## src/rtl/gemm_pkg.sv

```systemverilog
// Shared definitions for the GEMM operand skewer.
//   - DEFAULT_DIM / DEFAULT_DATA_W : default array edge length and element width
//   - skew_state_e                 : LOAD / STREAM / DONE state encoding
//   - LANE_SKEW, lane_hit()        : wavefront lane-select helpers
package gemm_pkg;

  localparam int DEFAULT_DIM    = 4;
  localparam int DEFAULT_DATA_W = 8;

  typedef enum logic [1:0] {
    ST_LOAD   = 2'd0,
    ST_STREAM = 2'd1,
    ST_DONE   = 2'd2
  } skew_state_e;

  // Each lane lags its neighbour by one beat, forming the diagonal wavefront.
  localparam int LANE_SKEW = 1;

  // True when element k of lane `lane` sits on the wavefront at beat t.
  function automatic logic lane_hit(input int t, input int lane, input int k);
    return t == lane * LANE_SKEW + k;
  endfunction

endpackage

```

## src/rtl/gemm_operand_skewer_if.sv

```systemverilog
// Bus bundle for gemm_operand_skewer.
//   Load side  : a_valid/a_word (A rows), b_valid/b_word (B columns), start
//   Array side : sa_a (west edge), sa_b (north edge), sa_valid
//   Status     : ready, done, err
// master = controller/testbench, slave = skewer.
interface gemm_operand_skewer_if #(
  parameter int DIM    = gemm_pkg::DEFAULT_DIM,
  parameter int DATA_W = gemm_pkg::DEFAULT_DATA_W
);

  localparam int WORD_W = DIM * DATA_W;

  logic              a_valid;
  logic [WORD_W-1:0] a_word;
  logic              b_valid;
  logic [WORD_W-1:0] b_word;
  logic              start;
  logic [WORD_W-1:0] sa_a;
  logic [WORD_W-1:0] sa_b;
  logic              sa_valid;
  logic              ready;
  logic              done;
  logic              err;

  modport master (
    output a_valid, a_word, b_valid, b_word, start,
    input  sa_a, sa_b, sa_valid, ready, done, err
  );

  modport slave (
    input  a_valid, a_word, b_valid, b_word, start,
    output sa_a, sa_b, sa_valid, ready, done, err
  );

endinterface

```

## src/rtl/gemm_tile_buffer.sv

```systemverilog
// DIM x DIM tile register file with a single row write port.
//   clk, reset_n : clock, async active-low reset (pointer only)
//   wr_en        : write request; accepted only while not full
//   wr_data      : row to store at the current write pointer
//   clear        : rewind the write pointer to row 0
//   rows         : all stored rows, row r at rows[r]
//   full         : DIM rows have been written since the last clear
module gemm_tile_buffer #(
  parameter int DIM    = 4,
  parameter int DATA_W = 8
) (
  input  logic                             clk,
  input  logic                             reset_n,
  input  logic                             wr_en,
  input  logic [DIM*DATA_W-1:0]            wr_data,
  input  logic                             clear,
  output logic [DIM-1:0][DIM*DATA_W-1:0]   rows,
  output logic                             full
);

  localparam int PTR_W = $clog2(DIM + 1);

  logic [PTR_W-1:0] ptr_q;

  // Pointer saturates at DIM; a write at DIM is simply not accepted.
  assign full = (ptr_q == PTR_W'(DIM));

  // NOTE: sequential state uses non-blocking assignments so every flop
  // samples the pre-edge value of its neighbours.
  always_ff @(posedge clk or negedge reset_n) begin
    if (!reset_n) begin
      ptr_q <= '0;
    end else if (clear) begin
      ptr_q <= '0;
    end else if (wr_en && !full) begin
      ptr_q <= ptr_q + 1'b1;
    end
  end

  // NOTE: the row storage has no reset; ptr_q alone decides which rows are
  // valid, so resetting the array would only add reset fan-out.
  always_ff @(posedge clk) begin
    for (int r = 0; r < DIM; r++) begin
      if (wr_en && !full && ptr_q == PTR_W'(r)) begin
        rows[r] <= wr_data;
      end
    end
  end

endmodule

```

## src/rtl/gemm_operand_skewer.sv

```systemverilog
// Operand skewer in front of a DIM x DIM systolic array.
// Buffers DIM A rows and DIM B columns, then on start streams them as a
// diagonal wavefront (lane i delayed by i beats) for 2*DIM-1 beats,
// followed by a one-cycle done pulse.
//   clk, reset_n : clock, async active-low reset
//   bus (slave)  : a_valid/a_word, b_valid/b_word, start in;
//                  sa_a, sa_b, sa_valid, ready, done, err out
// Optional: define GEMM_SKEW_ERR_EN to build a sticky err flag that is set
// by any dropped load word; otherwise err is tied low.
module gemm_operand_skewer
  import gemm_pkg::*;
#(
  parameter int DIM    = DEFAULT_DIM,
  parameter int DATA_W = DEFAULT_DATA_W
) (
  input  logic                  clk,
  input  logic                  reset_n,
  gemm_operand_skewer_if.slave  bus
);

  localparam int WORD_W = DIM * DATA_W;
  localparam int T_W    = $clog2(2 * DIM);
  localparam logic [T_W-1:0] LAST_T = T_W'(2 * DIM - 2);

  skew_state_e state_q, state_d;
  logic [T_W-1:0] t_q, t_d;
  logic           clear_ptrs;
  logic           in_load;
  logic           a_full, b_full;
  logic           ready;

  logic [DIM-1:0][WORD_W-1:0] a_rows, b_rows;
  logic [WORD_W-1:0]          beat_a, beat_b;

  logic [WORD_W-1:0] sa_a_q, sa_b_q;
  logic              sa_valid_q, done_q;

  assign in_load = (state_q == ST_LOAD);
  assign ready   = in_load && a_full && b_full;

  gemm_tile_buffer #(.DIM(DIM), .DATA_W(DATA_W)) u_a_buf (
    .clk     (clk),
    .reset_n (reset_n),
    .wr_en   (bus.a_valid && in_load),
    .wr_data (bus.a_word),
    .clear   (clear_ptrs),
    .rows    (a_rows),
    .full    (a_full)
  );

  // B columns are stored as rows, so both buffers share one skew rule.
  gemm_tile_buffer #(.DIM(DIM), .DATA_W(DATA_W)) u_b_buf (
    .clk     (clk),
    .reset_n (reset_n),
    .wr_en   (bus.b_valid && in_load),
    .wr_data (bus.b_word),
    .clear   (clear_ptrs),
    .rows    (b_rows),
    .full    (b_full)
  );

  always_ff @(posedge clk or negedge reset_n) begin
    if (!reset_n) begin
      state_q <= ST_LOAD;
      t_q     <= '0;
    end else begin
      state_q <= state_d;
      t_q     <= t_d;
    end
  end

  // NOTE: every signal driven here gets a default first, so no path can
  // leave one unassigned and infer a latch.
  always_comb begin
    state_d    = state_q;
    t_d        = t_q;
    clear_ptrs = 1'b0;
    unique case (state_q)
      ST_LOAD: begin
        t_d = '0;
        if (bus.start && ready) state_d = ST_STREAM;
      end
      ST_STREAM: begin
        if (t_q == LAST_T) begin
          state_d = ST_DONE;
          t_d     = '0;
        end else begin
          t_d = t_q + 1'b1;
        end
      end
      ST_DONE: begin
        state_d    = ST_LOAD;
        clear_ptrs = 1'b1;
      end
      default: state_d = ST_LOAD;
    endcase
  end

  // Lane i at beat t carries element t-i of stored row i; off-diagonal lanes are zero.
  always_comb begin
    beat_a = '0;
    beat_b = '0;
    for (int i = 0; i < DIM; i++) begin
      for (int k = 0; k < DIM; k++) begin
        if (lane_hit(int'(t_q), i, k)) begin
          beat_a[i*DATA_W +: DATA_W] = a_rows[i][k*DATA_W +: DATA_W];
          beat_b[i*DATA_W +: DATA_W] = b_rows[i][k*DATA_W +: DATA_W];
        end
      end
    end
  end

  // Registered outputs: the beat computed during STREAM cycle t appears one
  // cycle later, and done follows the DONE state by one cycle.
  always_ff @(posedge clk or negedge reset_n) begin
    if (!reset_n) begin
      sa_a_q     <= '0;
      sa_b_q     <= '0;
      sa_valid_q <= 1'b0;
      done_q     <= 1'b0;
    end else begin
      sa_valid_q <= (state_q == ST_STREAM);
      sa_a_q     <= (state_q == ST_STREAM) ? beat_a : '0;
      sa_b_q     <= (state_q == ST_STREAM) ? beat_b : '0;
      done_q     <= (state_q == ST_DONE);
    end
  end

  assign bus.sa_a     = sa_a_q;
  assign bus.sa_b     = sa_b_q;
  assign bus.sa_valid = sa_valid_q;
  assign bus.ready    = ready;
  assign bus.done     = done_q;

`ifdef GEMM_SKEW_ERR_EN
  logic a_drop, b_drop, err_q;

  // A word is dropped when it arrives outside LOAD or onto a full buffer.
  assign a_drop = bus.a_valid && !(in_load && !a_full);
  assign b_drop = bus.b_valid && !(in_load && !b_full);

  always_ff @(posedge clk or negedge reset_n) begin
    if (!reset_n) err_q <= 1'b0;
    else          err_q <= err_q | a_drop | b_drop;
  end

  assign bus.err = err_q;
`else
  assign bus.err = 1'b0;
`endif

endmodule

```

## src/flat_wrapper.sv

```systemverilog
// flat-port wrapper written by rule: the top's interface ports become plain ports
module gemm_operand_skewer_flat import gemm_pkg::*;
#(
  parameter int DIM    = DEFAULT_DIM,
  parameter int DATA_W = DEFAULT_DATA_W
)
  (clk, reset_n, bus_a_valid, bus_a_word, bus_b_valid, bus_b_word, bus_start, bus_sa_a, bus_sa_b, bus_sa_valid, bus_ready, bus_done, bus_err);
  gemm_operand_skewer_if #(.DIM(DIM), .DATA_W(DATA_W)) bus_i ();
  input  logic clk;
  input  logic reset_n;
  input wire logic [$bits(bus_i.a_valid)-1:0] bus_a_valid;
  input wire logic [$bits(bus_i.a_word)-1:0] bus_a_word;
  input wire logic [$bits(bus_i.b_valid)-1:0] bus_b_valid;
  input wire logic [$bits(bus_i.b_word)-1:0] bus_b_word;
  input wire logic [$bits(bus_i.start)-1:0] bus_start;
  output wire logic [$bits(bus_i.sa_a)-1:0] bus_sa_a;
  output wire logic [$bits(bus_i.sa_b)-1:0] bus_sa_b;
  output wire logic [$bits(bus_i.sa_valid)-1:0] bus_sa_valid;
  output wire logic [$bits(bus_i.ready)-1:0] bus_ready;
  output wire logic [$bits(bus_i.done)-1:0] bus_done;
  output wire logic [$bits(bus_i.err)-1:0] bus_err;
  assign bus_i.a_valid = bus_a_valid;
  assign bus_i.a_word = bus_a_word;
  assign bus_i.b_valid = bus_b_valid;
  assign bus_i.b_word = bus_b_word;
  assign bus_i.start = bus_start;
  assign bus_sa_a = bus_i.sa_a;
  assign bus_sa_b = bus_i.sa_b;
  assign bus_sa_valid = bus_i.sa_valid;
  assign bus_ready = bus_i.ready;
  assign bus_done = bus_i.done;
  assign bus_err = bus_i.err;
  gemm_operand_skewer #(.DIM(DIM), .DATA_W(DATA_W)) u_core (.clk(clk), .reset_n(reset_n), .bus(bus_i));
endmodule
```

## config.mk

```make
export PLATFORM = sky130hd
export DESIGN_NAME = gemm_operand_skewer_flat
export DESIGN_NICKNAME = d
export VERILOG_FILES = /design/src/rtl/gemm_pkg.sv /design/src/rtl/gemm_operand_skewer_if.sv /design/src/rtl/gemm_tile_buffer.sv /design/src/rtl/gemm_operand_skewer.sv /design/src/flat_wrapper.sv
export SDC_FILE = /design/constraint.sdc
export NUM_CORES = 1
export LEC_CHECK = 0
export BUFFER_PORTS_ARGS = -buffer_cell sky130_fd_sc_hd__buf_2
export CORE_MARGIN = 2
export CORE_UTILIZATION = 31
export DETAILED_ROUTE_END_ITERATION = 6
export MAX_ROUTING_LAYER = met4
export SLEW_MARGIN = 20
export SYNTH_ARGS = -nofsm -noshare
export SYNTH_HDL_FRONTEND = slang
export SYNTH_SLANG_ARGS = --single-unit
```

## constraint.sdc

```tcl
create_clock -name clk -period 5 [get_ports clk]
set_clock_uncertainty 0.2 [all_clocks]
set_input_delay 1.25 -clock clk [delete_from_list [all_inputs] [get_ports clk]]
set_output_delay 1.25 -clock clk [all_outputs]
set_load 0.01 [all_outputs]
```

==> tab_implementation.tex <==
\begin{tabular}{lr}
\hline
Metric & Value \\
\hline
\multicolumn{2}{l}{\textbf{Floorplan}} \\
\quad Horizontal die dimension & approximately 200 µm \\
\quad Height of the die & 204 µm \\
\quad Die area & roughly 42000 µm² \\
\quad Initial core utilization & about a third \\
\quad Std-Cell Core Area & 39600 µm² \\
\quad Placement Rows & 73 \\
\quad Number of I/O pins & between 100 and 150 \\
\multicolumn{2}{l}{\textbf{Global routing}} \\
\quad Pin count of the biggest net entering global routing & 55 \\
\quad Vias in the first global route & $\sim$7200 \\
\quad Initial antenna violation count & 6 \\
\quad GR Overflow Total & 0 \\
\quad First-pass GRT wire length & about 47 mm \\
\quad Tot GR Track Use & about 16\% \\
\multicolumn{2}{l}{\textbf{Yosys}} \\
\quad Cell area after synthesis & about 12000 µm² \\
\quad Post-synthesis share of cell area spent on xor and xnor gates & 0\% \\
\quad Simple-gate area share of the yosys netlist & between 6 and 7\% \\
\quad Number of nets in the synthesized netlist & approximately 860 \\
\quad Proportion of synthesized chip area in sequential cells & roughly 77\% \\
\quad Post-synthesis mux area share & under 10\% \\
\quad Post-synthesis adder-cell area fraction & about 1.1\% \\
\quad EDFF count, synth & 256 \\
\quad Async SR Flop Fraction & 23.1\% \\
\quad Fraction of the mapped netlist area in compound gates & 11.0\% \\
\quad Number of warnings printed during yosys synthesis & 0 \\
\quad Mean post-synth cell area & between 15 and 20 µm² \\
\quad Synth unique cells & 43 \\
\quad Main combinational cell family by area after synthesis & compound AO/OA/AOI/OAI gates \\
\quad Number of register bits inferred by synthesis & 333 \\
\quad Cells after Synth & just under 800 \\
\quad Commonest register cell after synthesis & edfxtp\_1 \\
\multicolumn{2}{l}{\textbf{Min path}} \\
\quad Hold Crit Depth & 2 \\
\quad HP Class & register to register \\
\multicolumn{2}{l}{\textbf{Layout}} \\
\quad Layout-stage area growth over the synthesis result & 18.6\% \\
\quad Commonest cells after routing, fill and taps aside & 256 x edfxtp\_1, 134 x buf\_2, 77 x dfrtp\_1 \\
\quad Layout cells sized above 1 & roughly a quarter \\
\quad Finished layout cell area & 14700 µm² \\
\quad Most common cell after layout, fill and taps aside & edfxtp\_1 \\
\quad Final \#Nets & just under 1000 \\
\multicolumn{2}{l}{\textbf{Power and ir drop}} \\
\quad Lkg Pwr & 5.34 nW \\
\quad Total power density per cell area & approximately 550 nW/µm² \\
\quad Worst vdd rail ir drop & between 200 and 300 µV \\
\multicolumn{2}{l}{\textbf{STA}} \\
\quad RSZ-0062 raised after global routing & no \\
\quad Highest Clock Rate & just under 300 MHz \\
\quad Hold WS & 0.308 ns \\
\quad Number of failing setup endpoints in the final timing report & 0 \\
\quad Period utilization & 68.6\% \\
\quad Transition at the pin with the smallest max-transition slack & between 1 and 1.5 ns \\
\quad Fin crit period & between 3 and 4 ns \\
\quad Final count of hold timing violations & 0 \\
\quad Total Negative Setup Slacks & 0 ns \\
\quad Count of pins over their slew limit & 0 \\
\quad Headroom to the max-slew limit & around 28\% \\
\multicolumn{2}{l}{\textbf{Clocking}} \\
\quad Root buffer selected by CTS & clkbuf\_16 \\
\quad Resized cells post-CTS & 0 \\
\quad H-tree level count & 1 \\
\quad Clock tree from TritonCTS & done \\
\quad CTS sink count & $\sim$330 \\
\quad Post-CTS Repair Setup Buffers & 0 \\
\quad Total clock buffers created by CTS & 31 \\
\quad Worst-case clock buffer depth & 3 \\
\quad Clock-pin transition on the worst setup and hold timing paths & roughly 0.07 ns \\
\quad Worst-skew pair later-pin latency & $\sim$0.56 ns \\
\quad Hold buffer count at cts & 0 \\
\multicolumn{2}{l}{\textbf{Critical path}} \\
\quad CP endpoint kind & output pin \\
\quad Internal reg-to-reg setup slack & between 1.5 and 2 ns \\
\quad Kind of cell adding the most delay to the critical path & simple AND/OR/NAND/NOR gates \\
\quad Number of stages on the worst setup path & 4 \\
\quad Critical path data required time & roughly 3.6 ns \\
\quad Highest-delay cell along the critical path & dfrtp\_1 \\
\quad Maximum cell stage delay along the critical path & around 0.55 ns \\
\quad Most frequent CP cell & nor2\_1 \\
\quad R2R depth & 5 \\
\quad Cell chain of the critical path & nor2\_1 > nand3\_1 > nor2\_1 > buf\_2 \\
\quad Number of buffer and inverter instances along the worst setup path & 1 \\
\quad Worst path arrival time & just under 2 ns \\
\quad Crit Path Class & register to output pin \\
\quad Critical path launch point type & register \\
\quad Crit Path Max Fanout & 13 \\
\multicolumn{2}{l}{\textbf{Detailed routing}} \\
\quad Post-DR vias/cell & approximately 4.9 \\
\quad Final antenna-violating net count & 0 \\
\quad Drt pass-1 iters & 5 \\
\quad Initial drt markers & approximately 630 \\
\quad Total length of routed wires & roughly 32 mm \\
\quad Drt wl/cell & roughly 22 µm \\
\quad Total via count after detailed routing & roughly 7000 \\
\quad DRC Markers & 0 \\
\multicolumn{2}{l}{\textbf{Place}} \\
\quad Standard cell area after detailed placement & between 10000 and 15000 µm² \\
\quad Final RePlAce weighted congestion & about 0.75 \\
\quad Detailed-placement wirelength estimate & about 20 mm \\
\quad Count of buffers inserted at the top-level ports & 135 \\
\multicolumn{2}{l}{\textbf{Job}} \\
\quad Max-cap violation count & 0 \\
\multicolumn{2}{l}{\textbf{Outcome}} \\
\quad Status & finished, final reports clean \\
\hline
\end{tabular}
## area by class of cell
class,instances,area (µm²)
Clock buffer,46,892
Timing Repair Buffer,156,836
Inverter,10,37.5
Sequential cell,333,9610
Antenna cell,6,15.0
Tap cell,525,657
Multi-Input combinational cell,382,2530
Fill cell,3743,24900
Clock inverter,11,159
## flip-flops by register name, summed over array words and instances, names as in the netlist
signal / flops
u_core.bus.done: 1
u_core.bus.sa_a: 32
u_core.bus.sa_b: 32
u_core.bus.sa_valid: 1
u_core.state_q: 2
u_core.t_q: 3
u_core.u_a_buf.ptr_q: 3
u_core.u_a_buf.rows: 128
u_core.u_b_buf.ptr_q: 3
u_core.u_b_buf.rows: 128
## report_power, final
part	switching, W	leakage, nW	internal [W]
Sequential	0.000227	3.33	0.00338
Combinational	0.00131	1.49	0.000707
Clock	0.000992	0.511	0.00143
## tightest hold or removal path, cell delays in order, from the launching register on
cell and delay [ns]:
edfxtp_1 0.32, o21ai_1 0.07, nor2_1 0.09
## metal layers
| layer | up-vias | wire [µm] | GRT usage [%] |
|---|---|---|---|
| met2 | 249 | 15300 | 24.4 |
| met3 | 48 | 2000 | 3.08 |
| met4 | 0 | 824 | 5.38 |
| met5 | - | 0 | - |
| met1 | 3647 | 14100 | 20.6 |
| li1 | 3268 | - | - |
## through the flow
step	util [%]	worst slack [ns]	power (W)	cells
6_report	37.2	1.57	0.00805	1469
5_1_grt	37.2	1.42	0.00841	1468
4_1_cts	37.1	1.55	0.00811	1463
3_5_place_dp	34.5	1.98	0.00569	1406
3_3_place_gp	34.5	2.01	0.00566	1406
2_1_floorplan	-	1.25	0.00484	781
## Yosys cell counts, types with 2 or more instances
cell | n | area [µm²]
and3_1 | 4 | 25.0
buf_2 | 19 | 95.1
nand3_1 | 2 | 10.0
nor2b_1 | 19 | 119
a22o_1 | 17 | 149
o21ai_0 | 70 | 350
mux2_2 | 16 | 180
clkbuf_1 | 24 | 90.1
buf_4 | 8 | 60.1
nor2_1 | 24 | 90.1
a31oi_1 | 30 | 188
o21ai_1 | 3 | 15.0
a221oi_2 | 10 | 150
a211oi_1 | 16 | 120
ha_1 | 11 | 138
edfxtp_1 | 256 | 7690
inv_1 | 9 | 33.8
mux2i_1 | 2 | 20.0
buf_6 | 3 | 33.8
nand2b_1 | 3 | 18.8
and2_1 | 4 | 25.0
buf_1 | 2 | 7.51
nor3b_1 | 16 | 120
a21oi_1 | 3 | 15.0
nor3_1 | 17 | 85.1
dfrtp_1 | 77 | 1930
nand2_1 | 63 | 236
a221oi_1 | 38 | 333
## path summary, 6_finish.rpt
kind / startpoint / end
setup / recovery: u_core.state_q[1]$_DFFE_PN0P_ / bus_ready
hold / removal: u_core.u_a_buf.rows[63]$_DFFE_PP_ / u_core.bus.sa_a[15]$_DFF_PN0_
setup reg to reg: u_core.t_q[2]$_DFFE_PN0P_ / u_core.bus.sa_a[20]$_DFF_PN0_
hold reg to reg: u_core.u_a_buf.rows[63]$_DFFE_PP_ / u_core.bus.sa_a[15]$_DFF_PN0_
max in group asynchronous: reset_n / u_core.bus.sa_b[11]$_DFF_PN0_
min in group asynchronous: reset_n / u_core.bus.sa_valid$_DFF_PN0_
## logic make-up (layout without fill, tap and decap cells)
logic type	after synthesis	count (layout)
AOI/OAI and AO/OA	193	193
adders and majority gates	11	11
buffers and inverters	66	223
DFF	333	333
muxes	18	18
other	1	7
and+or+nand+nor	159	159
(Power assumes the default switching activity.)
